[src/rtl/uart_pkg.sv]
// Shared UART frame constants, dump FSM state type and bit-period helper.
// The CHK state exists only when DUMP_CHKSUM_EN is defined.
package uart_pkg;

  localparam logic        START_BIT  = 1'b0;
  localparam logic        STOP_BIT   = 1'b1;
  localparam int unsigned DATA_BITS  = 8;
  localparam int unsigned FRAME_BITS = DATA_BITS + 2;

  typedef enum logic [2:0] {
    StIdle,
    StFetch,
    StWait,
    StStart,
    StData,
    StStop,
    StNext
`ifdef DUMP_CHKSUM_EN
    ,
    StChk
`endif
  } state_e;

  // Truncating divide; callers guarantee the result is at least 2.
  function automatic int unsigned calc_div(input int unsigned clk_freq, input int unsigned baud);
    return clk_freq / baud;
  endfunction

endpackage

[src/rtl/uart_tx_byte.sv]
// 8N1 byte serialiser: owns the baud counter and bit shifter.
// A load in the last stop-bit cycle chains the next frame with no idle gap.
module uart_tx_byte
  import uart_pkg::*;
#(
  parameter int unsigned DIV = 4
) (
  input  logic       clk_i,
  input  logic       reset_i,
  input  logic       clr_i,
  input  logic       load_i,
  input  logic [7:0] byte_i,
  output logic       tx_o,
  output logic       busy_o,
  output logic       byte_done_o,
  output logic       near_end_o
);

  localparam int unsigned     CntW     = (DIV > 1) ? $clog2(DIV) : 1;
  localparam int unsigned     FrameLen = FRAME_BITS * DIV;
  localparam int unsigned     RemW     = $clog2(FrameLen);
  localparam logic [CntW-1:0] CntLast  = CntW'(DIV - 1);
  localparam logic [3:0]      BitLast  = 4'(FRAME_BITS - 1);

  logic                 busy_q, busy_d;
  logic                 tx_q, tx_d;
  logic [CntW-1:0]      cnt_q, cnt_d;
  logic [3:0]           bit_q, bit_d;
  logic [DATA_BITS:0]   shift_q, shift_d;
  logic [RemW-1:0]      rem_q, rem_d;
  logic                 bit_end;

  assign bit_end     = busy_q && (cnt_q == CntLast);
  assign byte_done_o = bit_end && (bit_q == BitLast);
  // Two cycles of frame left: lets the word fetch overlap the tail of the stop bit.
  assign near_end_o  = busy_q && (rem_q == RemW'(2));
  assign tx_o        = tx_q;
  assign busy_o      = busy_q;

  always_comb begin
    busy_d  = busy_q;
    tx_d    = tx_q;
    cnt_d   = cnt_q;
    bit_d   = bit_q;
    shift_d = shift_q;
    rem_d   = rem_q;
    if (clr_i) begin
      busy_d = 1'b0;
      tx_d   = STOP_BIT;
    end else if (load_i && (!busy_q || byte_done_o)) begin
      busy_d  = 1'b1;
      tx_d    = START_BIT;
      shift_d = {STOP_BIT, byte_i};
      cnt_d   = '0;
      bit_d   = '0;
      rem_d   = RemW'(FrameLen - 1);
    end else if (busy_q) begin
      rem_d = rem_q - RemW'(1);
      if (bit_end) begin
        cnt_d = '0;
        if (bit_q == BitLast) begin
          busy_d = 1'b0;
        end else begin
          bit_d   = bit_q + 4'd1;
          tx_d    = shift_q[0];
          shift_d = {STOP_BIT, shift_q[DATA_BITS:1]};
        end
      end else begin
        cnt_d = cnt_q + CntW'(1);
      end
    end
  end

  always_ff @(posedge clk_i or posedge reset_i) begin
    if (reset_i) begin
      busy_q  <= 1'b0;
      tx_q    <= STOP_BIT;
      cnt_q   <= '0;
      bit_q   <= '0;
      shift_q <= '1;
      rem_q   <= '0;
    end else begin
      busy_q  <= busy_d;
      tx_q    <= tx_d;
      cnt_q   <= cnt_d;
      bit_q   <= bit_d;
      shift_q <= shift_d;
      rem_q   <= rem_d;
    end
  end

endmodule

[src/rtl/mem_dump_tx.sv]
// Memory dump transmitter: fetches 32-bit words and sends them LSB byte first over 8N1.
// Define DUMP_CHKSUM_EN to append a modulo-256 checksum byte after the last word.
module mem_dump_tx
  import uart_pkg::*;
#(
  parameter int unsigned CLK_FREQ = 10_000_000,
  parameter int unsigned BAUD     = 128_000,
  parameter int unsigned ADR_W    = 14
) (
  input  logic             clk_i,
  input  logic             reset_i,
  input  logic             start_i,
  input  logic             abort_i,
  input  logic [ADR_W-1:0] base_adr_i,
  input  logic [ADR_W:0]   word_cnt_i,
  output logic             mem_ren_o,
  output logic [ADR_W-1:0] mem_adr_o,
  input  logic [31:0]      mem_dat_i,
  output logic             tx_o,
  output logic             busy_o,
  output logic             done_o
);

  localparam int unsigned  DIV     = calc_div(CLK_FREQ, BAUD);
  localparam logic [ADR_W:0] OneWord = (ADR_W + 1)'(1);

  state_e           state_q, state_d;
  logic [ADR_W-1:0] adr_q, adr_d;
  logic [ADR_W:0]   left_q, left_d;
  logic [31:0]      word_q, word_d;
  logic [1:0]       idx_q, idx_d;
  logic             done_q, done_d;
`ifdef DUMP_CHKSUM_EN
  logic [7:0]       sum_q, sum_d;
`endif

  logic             load;
  logic [7:0]       load_byte;
  logic             kill;
  logic             tx_busy;
  logic             byte_done;
  logic             near_end;

  assign kill = abort_i && (state_q != StIdle);

  always_comb begin
    state_d   = state_q;
    adr_d     = adr_q;
    left_d    = left_q;
    word_d    = word_q;
    idx_d     = idx_q;
    done_d    = 1'b0;
    load      = 1'b0;
    load_byte = word_q[7:0];
`ifdef DUMP_CHKSUM_EN
    sum_d     = sum_q;
`endif
    unique case (state_q)
      StIdle: begin
        if (start_i && !done_q && !tx_busy) begin
          if (word_cnt_i != '0) begin
            adr_d   = base_adr_i;
            left_d  = word_cnt_i;
            state_d = StFetch;
`ifdef DUMP_CHKSUM_EN
            sum_d   = '0;
`endif
          end else begin
`ifdef DUMP_CHKSUM_EN
            load      = 1'b1;
            load_byte = '0;
            sum_d     = '0;
            state_d   = StChk;
`else
            done_d    = 1'b1;
`endif
          end
        end
      end
      StFetch: state_d = StWait;
      StWait: begin
        word_d  = mem_dat_i;
        idx_d   = '0;
        state_d = StStart;
      end
      StStart: begin
        load    = 1'b1;
        word_d  = {8'h00, word_q[31:8]};
`ifdef DUMP_CHKSUM_EN
        sum_d   = sum_q + word_q[7:0];
`endif
        state_d = StData;
      end
      StData: begin
        if (byte_done) begin
          load   = 1'b1;
          word_d = {8'h00, word_q[31:8]};
          idx_d  = idx_q + 2'd1;
`ifdef DUMP_CHKSUM_EN
          sum_d  = sum_q + word_q[7:0];
`endif
          if (idx_q == 2'd2) state_d = StStop;
        end
      end
      // Byte 3 is in flight; decide early so only two idle cycles separate words.
      StStop: begin
        if (left_q != OneWord) begin
          if (near_end) begin
            left_d  = left_q - OneWord;
            state_d = StNext;
          end
        end else if (byte_done) begin
`ifdef DUMP_CHKSUM_EN
          load      = 1'b1;
          load_byte = sum_q;
          state_d   = StChk;
`else
          done_d    = 1'b1;
          state_d   = StIdle;
`endif
        end
      end
      StNext: begin
        adr_d   = adr_q + 1'b1;
        state_d = StFetch;
      end
`ifdef DUMP_CHKSUM_EN
      StChk: begin
        if (byte_done) begin
          done_d  = 1'b1;
          state_d = StIdle;
        end
      end
`endif
      default: state_d = StIdle;
    endcase
    if (kill) begin
      state_d = StIdle;
      done_d  = 1'b0;
      load    = 1'b0;
    end
  end

  always_ff @(posedge clk_i or posedge reset_i) begin
    if (reset_i) begin
      state_q <= StIdle;
      adr_q   <= '0;
      left_q  <= '0;
      word_q  <= '0;
      idx_q   <= '0;
      done_q  <= 1'b0;
`ifdef DUMP_CHKSUM_EN
      sum_q   <= '0;
`endif
    end else begin
      state_q <= state_d;
      adr_q   <= adr_d;
      left_q  <= left_d;
      word_q  <= word_d;
      idx_q   <= idx_d;
      done_q  <= done_d;
`ifdef DUMP_CHKSUM_EN
      sum_q   <= sum_d;
`endif
    end
  end

  uart_tx_byte #(
    .DIV (DIV)
  ) u_tx (
    .clk_i       (clk_i),
    .reset_i     (reset_i),
    .clr_i       (kill),
    .load_i      (load),
    .byte_i      (load_byte),
    .tx_o        (tx_o),
    .busy_o      (tx_busy),
    .byte_done_o (byte_done),
    .near_end_o  (near_end)
  );

  assign mem_ren_o = (state_q == StFetch);
  assign mem_adr_o = adr_q;
  assign busy_o    = (state_q != StIdle) || done_q;
  assign done_o    = done_q;

endmodule

[config.mk]
export PLATFORM = sky130hd
export DESIGN_NAME = mem_dump_tx
export DESIGN_NICKNAME = d
export VERILOG_FILES = /design/src/rtl/uart_pkg.sv /design/src/rtl/uart_tx_byte.sv /design/src/rtl/mem_dump_tx.sv
export SDC_FILE = /design/constraint.sdc
export NUM_CORES = 1
export LEC_CHECK = 0
export CAP_MARGIN = 20
export CORE_ASPECT_RATIO = 1.5
export CORE_UTILIZATION = 50
export CTS_BUF_LIST = sky130_fd_sc_hd__clkbuf_4
export CTS_CLUSTER_DIAMETER = 80
export CTS_CLUSTER_SIZE = 40
export DETAILED_ROUTE_END_ITERATION = 7
export PLACE_DENSITY_LB_ADDON = 0.12
export RECOVER_POWER = 50
export SYNTH_ARGS = -nofsm -noshare
export SYNTH_HDL_FRONTEND = slang
export SYNTH_HIERARCHICAL = 1
export SYNTH_SLANG_ARGS = --single-unit
export TNS_END_PERCENT = 20
[constraint.sdc]
create_clock -name clk_i -period 5.9 [get_ports clk_i]
set_input_delay 1.475 -clock clk_i [delete_from_list [all_inputs] [get_ports clk_i]]
set_output_delay 1.475 -clock clk_i [all_outputs]
set_load 0.05 [all_outputs]
==> flow_metrics.env, run 1 <==
export IMPL_grt_pass1_vias=4400
export IMPL_yosys_cell_types_count=72
export IMPL_worstMarginPinSlew_ps=1990
export IMPL_synth_area_sq_um=5450
export IMPL_initial_utilization=0.514
export IMPL_status="complete, but fails checks"
export IMPL_cp_max_fo=13
export IMPL_finalSetupViolCount=0
export IMPL_cts_setup_buffers=0
export IMPL_core_area_sq_um=10600
export IMPL_cp_top_family="simple AND/OR/NAND/NOR gates"
export IMPL_yosys_warnings=6
export IMPL_p_comb_frac=0.467
export IMPL_timing_final_ws_setup_ps=1660
export IMPL_synth_seq_cells=98
export IMPL_grt_usage=0.232
export IMPL_total_power_uw=3110
export IMPL_syn_avg_cell_area_sq_um=9.50
export IMPL_fin_crit_sh=0.718
export IMPL_cts_sinks=98
export IMPL_final_nets=711
export IMPL_dp_hpwl_um=8810
export IMPL_crit_chain="inv_1, ha_1, nand4bb_4, nor3_1, nand2b_1, or3_1, a21oi_1, nand4b_1, o311ai_0, o21ai_0, mux2_4"
export IMPL_synth_enable_flop_cells=0
export IMPL_route_detailed_drc=0
export IMPL_place_gp_congestion=0.817
export IMPL_synth_top_cell_by_area="dfrtp_1"
export IMPL_placementRows=46
export IMPL_worstPathArrival_ps=4640
export IMPL_holdWs_ps=483
export IMPL_critPathRequiredTime_ps=6300
export IMPL_crit_slowest_cell="a21oi_1"
export IMPL_hp_start="u_tx/shift_q[7]"
export IMPL_antenna_found_initial=1
export IMPL_critPathMaxStageDelay_ps=770
export IMPL_die_area_sq_um=11300
export IMPL_crit_start="u_tx/cnt_q[1]"
export IMPL_r2r_start="u_tx/cnt_q[1]"
export IMPL_grt_max_degree=68
export IMPL_cts_resized=0
export IMPL_grt_setup_unrepaired="no"
export IMPL_synthTopCellsByCount="dfrtp_1 (89), nand2_1 (56), o21ai_0 (55)"
export IMPL_start_kind="flop"
export IMPL_power_leakage_uw=0.00270
export IMPL_ys_seq_area_frac=0.452
export IMPL_ir_drop_mv=0.319
export IMPL_max_slew_margin=-0.340
export IMPL_worst_setup_path_end_kind="flop"
export IMPL_synth_async_sr_flop_share=1.00
export IMPL_cts_max_path_buffers=2
export IMPL_clkTransAtPathRegs_ps=160
export IMPL_p_int_uw=1740
export IMPL_netlist_top_cells_area="dfrtp_1 (41%), o21ai_0 (5.1%), mux2i_1 (4.6%)"
export IMPL_ctsHoldBuffers=0
export IMPL_syn_inst=573
export IMPL_grt_overflow=0
export IMPL_via_count=4597
export IMPL_htreeDepth=3
export IMPL_min_period_ps=4240
export IMPL_hold_viol=0
export IMPL_path_buf_inv=1
export IMPL_fmax_ghz=0.236
export IMPL_worst_setup_path_type="reg2reg"
export IMPL_yosysMostFrequentCell="dfrtp_1"
export IMPL_p_sw_uw=1370
export IMPL_drtIter0Drc=242
export IMPL_cts_tree="built"
export IMPL_numCtsBuffers=9
export IMPL_layout_drive_gt1_share=0.0858
export IMPL_syn_to_final_growth_pct=18.8
export IMPL_hold_class="reg2reg"
export IMPL_grt_pass1_wl_um=20700
export IMPL_die_x_um=87.2
export IMPL_ant_nets=0
export IMPL_slew_viol_final=18
export IMPL_cts_root_buf="clkbuf_4"
export IMPL_first_pass_iters=6
export IMPL_sw_frac_of_total=0.441
export IMPL_viasPerCell=5.85
export IMPL_clkPwrFrac=0.123
export IMPL_failed_checks="max-capacitance violations, max-slew violations"
export IMPL_fp_dieH_um=130
export IMPL_tns_ps=0
export IMPL_place_ws_ps=1720
export IMPL_synth_top_area_frac=0.409
export IMPL_pin_count=83
export IMPL_syn_num_nets=648
export IMPL_wl_per_cell_um=15.7
export IMPL_seq_power_share=0.409
export IMPL_routed_wl_um=12300
export IMPL_rrSetupSlack_ps=1660
export IMPL_cap_violations=1
export IMPL_p_per_area_nw_per_um2=482
export IMPL_port_buffers=82
export IMPL_clk_latency_ps=470
export IMPL_postLayoutCoreUtil=0.611
export IMPL_synthFlopType="dfrtp_1"
export IMPL_skew_ps=25.9
state kept, by name, summed over array words and instances, names as in the netlist:
| register | count |
|---|---|
| word_q | 32 |
| u_tx/busy_o | 1 |
| u_tx/shift_q | 8 |
| idx_q | 2 |
| u_tx/rem_q | 10 |
| state_q | 3 |
| left_q | 15 |
| done_o | 1 |
| u_tx/cnt_q | 7 |
| mem_adr_o | 14 |
| u_tx/bit_q | 4 |
| u_tx/tx_o | 1 |
final cells by class:
type	count	area [sq um]
diodes	1	2.50
clock buffers	9	67.6
clock inverters	7	83.8
fillers	975	4120
inverters	17	63.8
multi-input cells	423	2730
flip-flops and latches	98	2460
well taps	144	180
repair buffers	87	875
power groups by stage:
stage	Clock [uW]	Sequential, uW	Combinational (uW)
2_1_floorplan	0	1370	964
3_3_place_gp	0	1270	1400
3_5_place_dp	0	1290	1450
4_1_cts	394	1270	1450
5_1_grt	424	1320	1610
6_report	384	1270	1460
stage by stage:
stage / cell area (sq um) / instances
final: 6470 / 786
after CTS: 6490 / 784
after detailed placement: 6340 / 768
after global routing: 6470 / 786
after floorplan: 5450 / 573
after global placement: 6310 / 767
final timing paths:
check,to,cells past startpoint
max in group asynchronous,u_tx/rem_q[5],3
min in group asynchronous,u_tx/bit_q[0],2
worst max register to register,u_tx/shift_q[3],11
worst max-delay path,u_tx/shift_q[3],11
worst min register to register,u_tx/shift_q[7],2
worst min-delay path,u_tx/shift_q[7],2
layer usage:
layer  up-vias  global-route usage  share of wire  routed length, um
met1      2245               0.301           0.45               5490
met3        13              0.0342          0.035                426
li1       2245                   -              -                  -
met4         0              0.0974          0.018                227
met2        94               0.386           0.50               6190
met5         -                   0              0                  0
worst register-to-register path, delay by kind of cell, from the launching register on:
kind | cells | cell delay, ps
adder cells (fa/ha/maj) | 1 | 180
buffers and inverters | 1 | 70
flip-flops | 1 | 440
AND/OR/NAND/NOR | 5 | 1800
AO/OA/AOI/OAI | 3 | 1400
multiplexers | 1 | 290
logic make-up (layout without fill, tap and decap cells):
kind of cell,after synthesis,in the layout,share of synthesized area
AND/OR/NAND/NOR,198,198,0.188
AO/OA/AOI/OAI,169,169,0.206
flip-flops,98,98,0.452
buffers and inverters,52,120,0.0425
multiplexers,32,32,0.0653
XOR/XNOR,14,14,0.0225
adder cells (fa/ha/maj),10,10,0.0230
other,0,1,0
placed cells by master, fill, tap and decap left out, types with 4 or more instances in the layout:
| master | instances |
|---|---|
| a21oi_1 | 40 |
| a22o_1 | 8 |
| a311oi_1 | 4 |
| and3_1 | 7 |
| clkbuf_4 | 9 |
| clkdlybuf4s50_1 | 80 |
| dfrtp_1 | 89 |
| dfstp_2 | 9 |
| ha_1 | 10 |
| inv_1 | 16 |
| mux2_4 | 7 |
| mux2i_1 | 25 |
| nand2_1 | 56 |
| nand2b_1 | 7 |
| nand3_1 | 15 |
| nand4_1 | 12 |
| nor2_1 | 44 |
| nor3_1 | 12 |
| nor4_1 | 8 |
| o21ai_0 | 55 |
| o22ai_1 | 7 |
| o2bb2ai_1 | 5 |
| o311ai_0 | 7 |
| o31ai_1 | 4 |
| or2_2 | 4 |
| or3_1 | 6 |
| or4_1 | 6 |
| xor2_1 | 12 |
No activity file was read; power rests on OpenSTA's default activity.
==> run 2, diff against run 1 <==
==> constraint.sdc (replaced) <==
create_clock -name clk_i -period 4.4 [get_ports clk_i]
set_input_delay 1.1 -clock clk_i [delete_from_list [all_inputs] [get_ports clk_i]]
set_output_delay 1.1 -clock clk_i [all_outputs]
set_load 0.05 [all_outputs]
==> run 2 against run 1 <==
Compared with the run above: hold slack better by 0.97 ps; largest cell class unchanged; largest power group unchanged; sequential power up 35%; register-to-register slack worse by 820 ps; non-clock buffer count up 3; the run now ends clean; critical endpoint is now u_tx/rem_q[7]; clock skew down 2.6 ps; die area unchanged; highest routed layer unchanged; combinational power up 33%.
==> flow_metrics.env, run 2 (same netlist as run 1, synthesis figures left out) <==
export IMPL_port_buffers=82
export IMPL_fin_crit_sh=0.808
export IMPL_start_kind="flop"
export IMPL_max_slew_margin=0.0271
export IMPL_rrSetupSlack_ps=840
export IMPL_grt_pass1_vias=4556
export IMPL_worstMarginPinSlew_ps=1460
export IMPL_dp_hpwl_um=8760
export IMPL_tns_ps=0
export IMPL_p_sw_uw=1830
export IMPL_p_per_area_nw_per_um2=643
export IMPL_grt_setup_unrepaired="no"
export IMPL_worstPathArrival_ps=3950
export IMPL_worst_setup_path_type="reg2reg"
export IMPL_min_period_ps=3560
export IMPL_cts_resized=0
export IMPL_critPathCapture="u_tx/rem_q[7]"
export IMPL_power_leakage_uw=0.00271
export IMPL_final_cell_mix="dfrtp_1 (89), clkdlybuf4s50_1 (81), nand2_1 (56), o21ai_0 (55), nor2_1 (44)"
export IMPL_final_cells=789
export IMPL_postLayoutCoreUtil=0.610
export IMPL_place_gp_congestion=0.808
export IMPL_status="completed"
export IMPL_wl_per_cell_um=15.7
export IMPL_place_ws_ps=957
export IMPL_syn_to_final_growth_pct=18.7
export IMPL_final_nets=714
export IMPL_cts_max_path_buffers=2
export IMPL_cp_max_fo=18
export IMPL_ctsHoldBuffers=0
export IMPL_holdWs_ps=484
export IMPL_fp_dieH_um=130
export IMPL_seq_power_share=0.412
export IMPL_grt_max_degree=57
export IMPL_layout_drive_gt1_share=0.0854
export IMPL_grt_pass1_wl_um=21000
export IMPL_viasPerCell=5.81
export IMPL_fill_cells=939
export IMPL_cts_sinks=98
export IMPL_initial_utilization=0.514
export IMPL_antenna_found_initial=1
export IMPL_p_int_uw=2320
export IMPL_regMostFlops="word_q"
export IMPL_clkTransAtPathRegs_ps=170
export IMPL_reg2reg_depth=11
export IMPL_critPathRequiredTime_ps=4800
export IMPL_skew_ps=23.3
export IMPL_grt_usage=0.231
export IMPL_hold_class="reg2reg"
export IMPL_core_area_sq_um=10600
export IMPL_worstHoldPathCells=2
export IMPL_clk_latency_ps=450
export IMPL_cts_setup_buffers=0
export IMPL_ir_drop_mv=0.401
export IMPL_critPathMaxStageDelay_ps=530
export IMPL_via_count=4586
export IMPL_cts_tree="built"
export IMPL_cap_violations=0
export IMPL_ant_nets=0
export IMPL_dpl_cell_count=771
export IMPL_numCtsBuffers=9
export IMPL_die_area_sq_um=11300
export IMPL_placementRows=46
export IMPL_fmax_ghz=0.281
export IMPL_r2r_start="u_tx/busy_o"
export IMPL_die_x_um=87.2
export IMPL_crit_start="u_tx/busy_o"
export IMPL_route_detailed_drc=0
export IMPL_clkPwrFrac=0.121
export IMPL_first_pass_iters=5
export IMPL_sw_frac_of_total=0.441
export IMPL_largest_reg_flops=32
export IMPL_routed_wl_um=12300
export IMPL_r2r_end="u_tx/rem_q[7]"
export IMPL_crit_chain="nand3_1, nor3_1, clkbuf_1, nand2b_1, or3_1, a21oi_1, buf_4, o21ba_2, nand3_1, or4_1, a21oi_1"
export IMPL_worst_setup_path_end_kind="flop"
export IMPL_p_comb_frac=0.467
export IMPL_cts_root_buf="clkbuf_4"
export IMPL_htreeDepth=3
export IMPL_timing_final_ws_setup_ps=844
export IMPL_hold_viol=0
export IMPL_drtIter0Drc=239
export IMPL_final_common_cell="dfrtp_1"
export IMPL_pin_count=83
export IMPL_grt_overflow=0
export IMPL_crit_slowest_cell="dfrtp_1"
export IMPL_slew_viol_final=0
export IMPL_finalSetupViolCount=0
==> run 2: cell count changes in the layout (fill, tap and decap cells not counted), sizes merged <==
cell and change:
clkbuf +3, clkinv -1, inv +1, dlygate4sd3 -1, clkdlybuf4s50 +1
==> run 2: power groups by stage <==
stage / sequential (uW) / clock, uW / combinational (uW)
floorplan: 1840 / 0 / 1290
global placement: 1700 / 0 / 1880
detailed placement: 1720 / 0 / 1940
CTS: 1710 / 521 / 1950
global route: 1770 / 560 / 2150
finish: 1710 / 502 / 1940
==> run 2: layout make-up <==
class	instances	area [sq um]	area share
multi-input cells	423	2730	0.423
flip-flops and latches	98	2460	0.381
repair buffers	90	878	0.136
well taps	144	180	0.0279
clock inverters	7	76.3	0.0118
clock buffers	9	67.6	0.0105
inverters	17	63.8	0.00987
diodes	1	2.50	0.000387
==> run 2: critical path: cells and delay by family, from the launching register on <==
family,cells,cell delay (ps)
flip-flops,1,530
buffers and inverters,2,550
AND/OR/NAND/NOR,6,1730
AO/OA/AOI/OAI,3,680
==> run 2: per-stage QoR <==
step                      total power [uW]  cell area (sq um)
after floorplan                       3130               5450
after global placement                3590               6330
after detailed placement              3670               6360
after CTS                             4180               6510
after global routing                  4480               6460
final                                 4150               6460
==> run 2: worst min-delay path by stage <==
stage / startpoint / slack (ps) / endpoint
after global placement: u_tx/shift_q[7] / 450 / u_tx/shift_q[7]
final: u_tx/shift_q[7] / 480 / u_tx/shift_q[7]
after floorplan: u_tx/shift_q[7] / 440 / u_tx/shift_q[7]
after global routing: u_tx/shift_q[7] / 510 / u_tx/shift_q[7]
after CTS: u_tx/shift_q[7] / 480 / u_tx/shift_q[7]
after detailed placement: u_tx/shift_q[7] / 460 / u_tx/shift_q[7]
==> run 2: layer usage <==
| metal | vias up | wire length (um) | GRT usage | share of wire |
|---|---|---|---|---|
| met5 | - | 0 | 0 | 0 |
| met4 | 0 | 149 | 0.0743 | 0.012 |
| met3 | 15 | 582 | 0.0430 | 0.047 |
| met2 | 132 | 6270 | 0.393 | 0.51 |
| met1 | 2207 | 5350 | 0.298 | 0.43 |
| li1 | 2232 | - | - | - |
==> run 3, diff against run 2 <==
==> constraint.sdc (replaced) <==
create_clock -name clk_i -period 3.5 [get_ports clk_i]
set_input_delay 0.875 -clock clk_i [delete_from_list [all_inputs] [get_ports clk_i]]
set_output_delay 0.875 -clock clk_i [all_outputs]
set_load 0.05 [all_outputs]
==> run 3 against run 2 <==
Compared with the run above: combinational power is 26% higher; worst setup slack worse by 610 ps; clock power rose by 18%; global-route usage shrank 0.31 points; wire length down 2.4%; register-to-register slack lost 510 ps; sequential share of layout area is 0.081 points lower; utilization up 0.13 points; largest cell class unchanged.
==> flow_metrics.env, run 3 (same netlist as run 1, synthesis figures left out) <==
export IMPL_fill_cells=986
export IMPL_ant_nets=0
export IMPL_clk_latency_ps=480
export IMPL_largest_reg_flops=32
export IMPL_final_cell_mix="dfrtp_1 (89), clkdlybuf4s50_1 (79), nand2_1 (56), o21ai_0 (55), nor2_1 (44)"
export IMPL_tns_ps=0
export IMPL_finalSetupViolCount=0
export IMPL_htreeDepth=3
export IMPL_dpl_cell_count=776
export IMPL_cts_sinks=98
export IMPL_min_period_ps=3270
export IMPL_first_pass_iters=5
export IMPL_ctsHoldBuffers=0
export IMPL_multiInputGateArea_sq_um=2730
export IMPL_core_area_sq_um=10600
export IMPL_fmax_ghz=0.306
export IMPL_grt_pass1_wl_um=20300
export IMPL_placementRows=46
export IMPL_cts_max_path_buffers=2
export IMPL_wl_met2_um=6100
export IMPL_hold_viol=0
export IMPL_worst_setup_path_type="reg2out"
export IMPL_place_ws_ps=343
export IMPL_wl_met3_um=571
export IMPL_viasPerCell=5.77
export IMPL_fp_dieH_um=130
export IMPL_clkTransAtPathRegs_ps=170
export IMPL_grt_setup_unrepaired="no"
export IMPL_initial_utilization=0.514
export IMPL_ir_drop_mv=0.427
export IMPL_cp_max_fo=13
export IMPL_regMostFlops="word_q"
export IMPL_final_common_cell="dfrtp_1"
export IMPL_wl_met1_um=5130
export IMPL_postLayoutCoreUtil=0.612
export IMPL_antenna_found_initial=0
export IMPL_route_detailed_drc=0
export IMPL_final_nets=719
export IMPL_antenna_cells=0
export IMPL_grt_max_degree=57
export IMPL_grt_usage=0.228
export IMPL_max_slew_margin=0.213
export IMPL_cts_resized=0
export IMPL_slew_viol_final=0
export IMPL_total_power_uw=5190
export IMPL_worst_setup_path_end_kind="output pin"
export IMPL_numCtsBuffers=9
export IMPL_dp_hpwl_um=8790
export IMPL_die_x_um=87.2
export IMPL_layout_drive_gt1_share=0.0924
export IMPL_dr_max_layer_used="met4"
export IMPL_power_leakage_uw=0.00274
export IMPL_syn_to_final_growth_pct=19.0
export IMPL_p_per_area_nw_per_um2=801
export IMPL_via_count=4574
export IMPL_wl_per_cell_um=15.2
export IMPL_cap_violations=0
export IMPL_die_area_sq_um=11300
export IMPL_cts_tree="built"
export IMPL_status="completed"
export IMPL_fin_crit_sh=0.934
export IMPL_hold_class="reg2reg"
export IMPL_grt_overflow=0
export IMPL_grt_pass1_vias=4418
export IMPL_drtIter0Drc=186
export IMPL_critPathRequiredTime_ps=2620
export IMPL_pin_count=83
export IMPL_cts_setup_buffers=0
export IMPL_seq_area_sq_um=2460
export IMPL_worstMarginPinSlew_ps=1180
export IMPL_routed_wl_um=12000
export IMPL_final_cells=793
export IMPL_timing_final_ws_setup_ps=230
export IMPL_skew_ps=23.1
export IMPL_place_gp_congestion=0.809
export IMPL_start_kind="flop"
export IMPL_worstPathArrival_ps=2400
export IMPL_port_buffers=82
export IMPL_cts_root_buf="clkbuf_4"
run 3: cell count changes in the layout (fill, tap and decap cells not counted), moves of 2 or more:
| cell | delta |
|---|---|
| buf_4 | +6 |
| clkdlybuf4s50_1 | -2 |
| clkinv_2 | -2 |
| dlygate4sd3_1 | +2 |
| inv_6 | +2 |
run 3: critical path: stages, from the launching register on:
cell	delay (ps)
dfrtp_1	540
nor3_1	570
nand2b_1	100
clkdlybuf4s50_1	720
run 3: layout make-up:
class / count / area share
clock buffers: 9 / 0.0104
clock inverters: 7 / 0.0102
inverters: 17 / 0.00985
multi-input cells: 423 / 0.422
flip-flops and latches: 98 / 0.380
well taps: 144 / 0.0278
repair buffers: 95 / 0.140
run 3: stage by stage:
step,hold slack [ps],cell area (sq um)
3_3_place_gp,453,6390
4_1_cts,479,6530
6_report,481,6480
5_1_grt,511,6480
2_1_floorplan,438,5450
3_5_place_dp,457,6390
run 3: worst paths after layout:
| path | from | endpoint | slack [ps] | depth (start not counted) |
|---|---|---|---|---|
| hold reg to reg | u_tx/shift_q[7] | u_tx/shift_q[7] | 480 | 2 |
| min in group asynchronous | reset_i | u_tx/bit_q[0] | 780 | 2 |
| max in group asynchronous | reset_i | word_q[23] | 900 | 3 |
| setup / recovery | state_q[0] | busy_o | 230 | 3 |
| setup reg to reg | u_tx/cnt_q[1] | u_tx/shift_q[1] | 330 | 10 |
| hold / removal | u_tx/shift_q[7] | u_tx/shift_q[7] | 480 | 2 |
run 3: metal layers:
| layer | vias up | global-route usage |
|---|---|---|
| met1 | 2191 | 0.285 |
| met4 | 0 | 0.108 |
| met5 | - | 0 |
| li1 | 2247 | - |
| met2 | 119 | 0.386 |
| met3 | 17 | 0.0354 |
run 3: power breakdown:
group          internal, uW  leakage (uW)  switching [uW]
Clock                   168     0.0000757             424
Combinational          1030       0.00148            1410
Sequential             1670       0.00118             477
Total                  2870       0.00274            2310
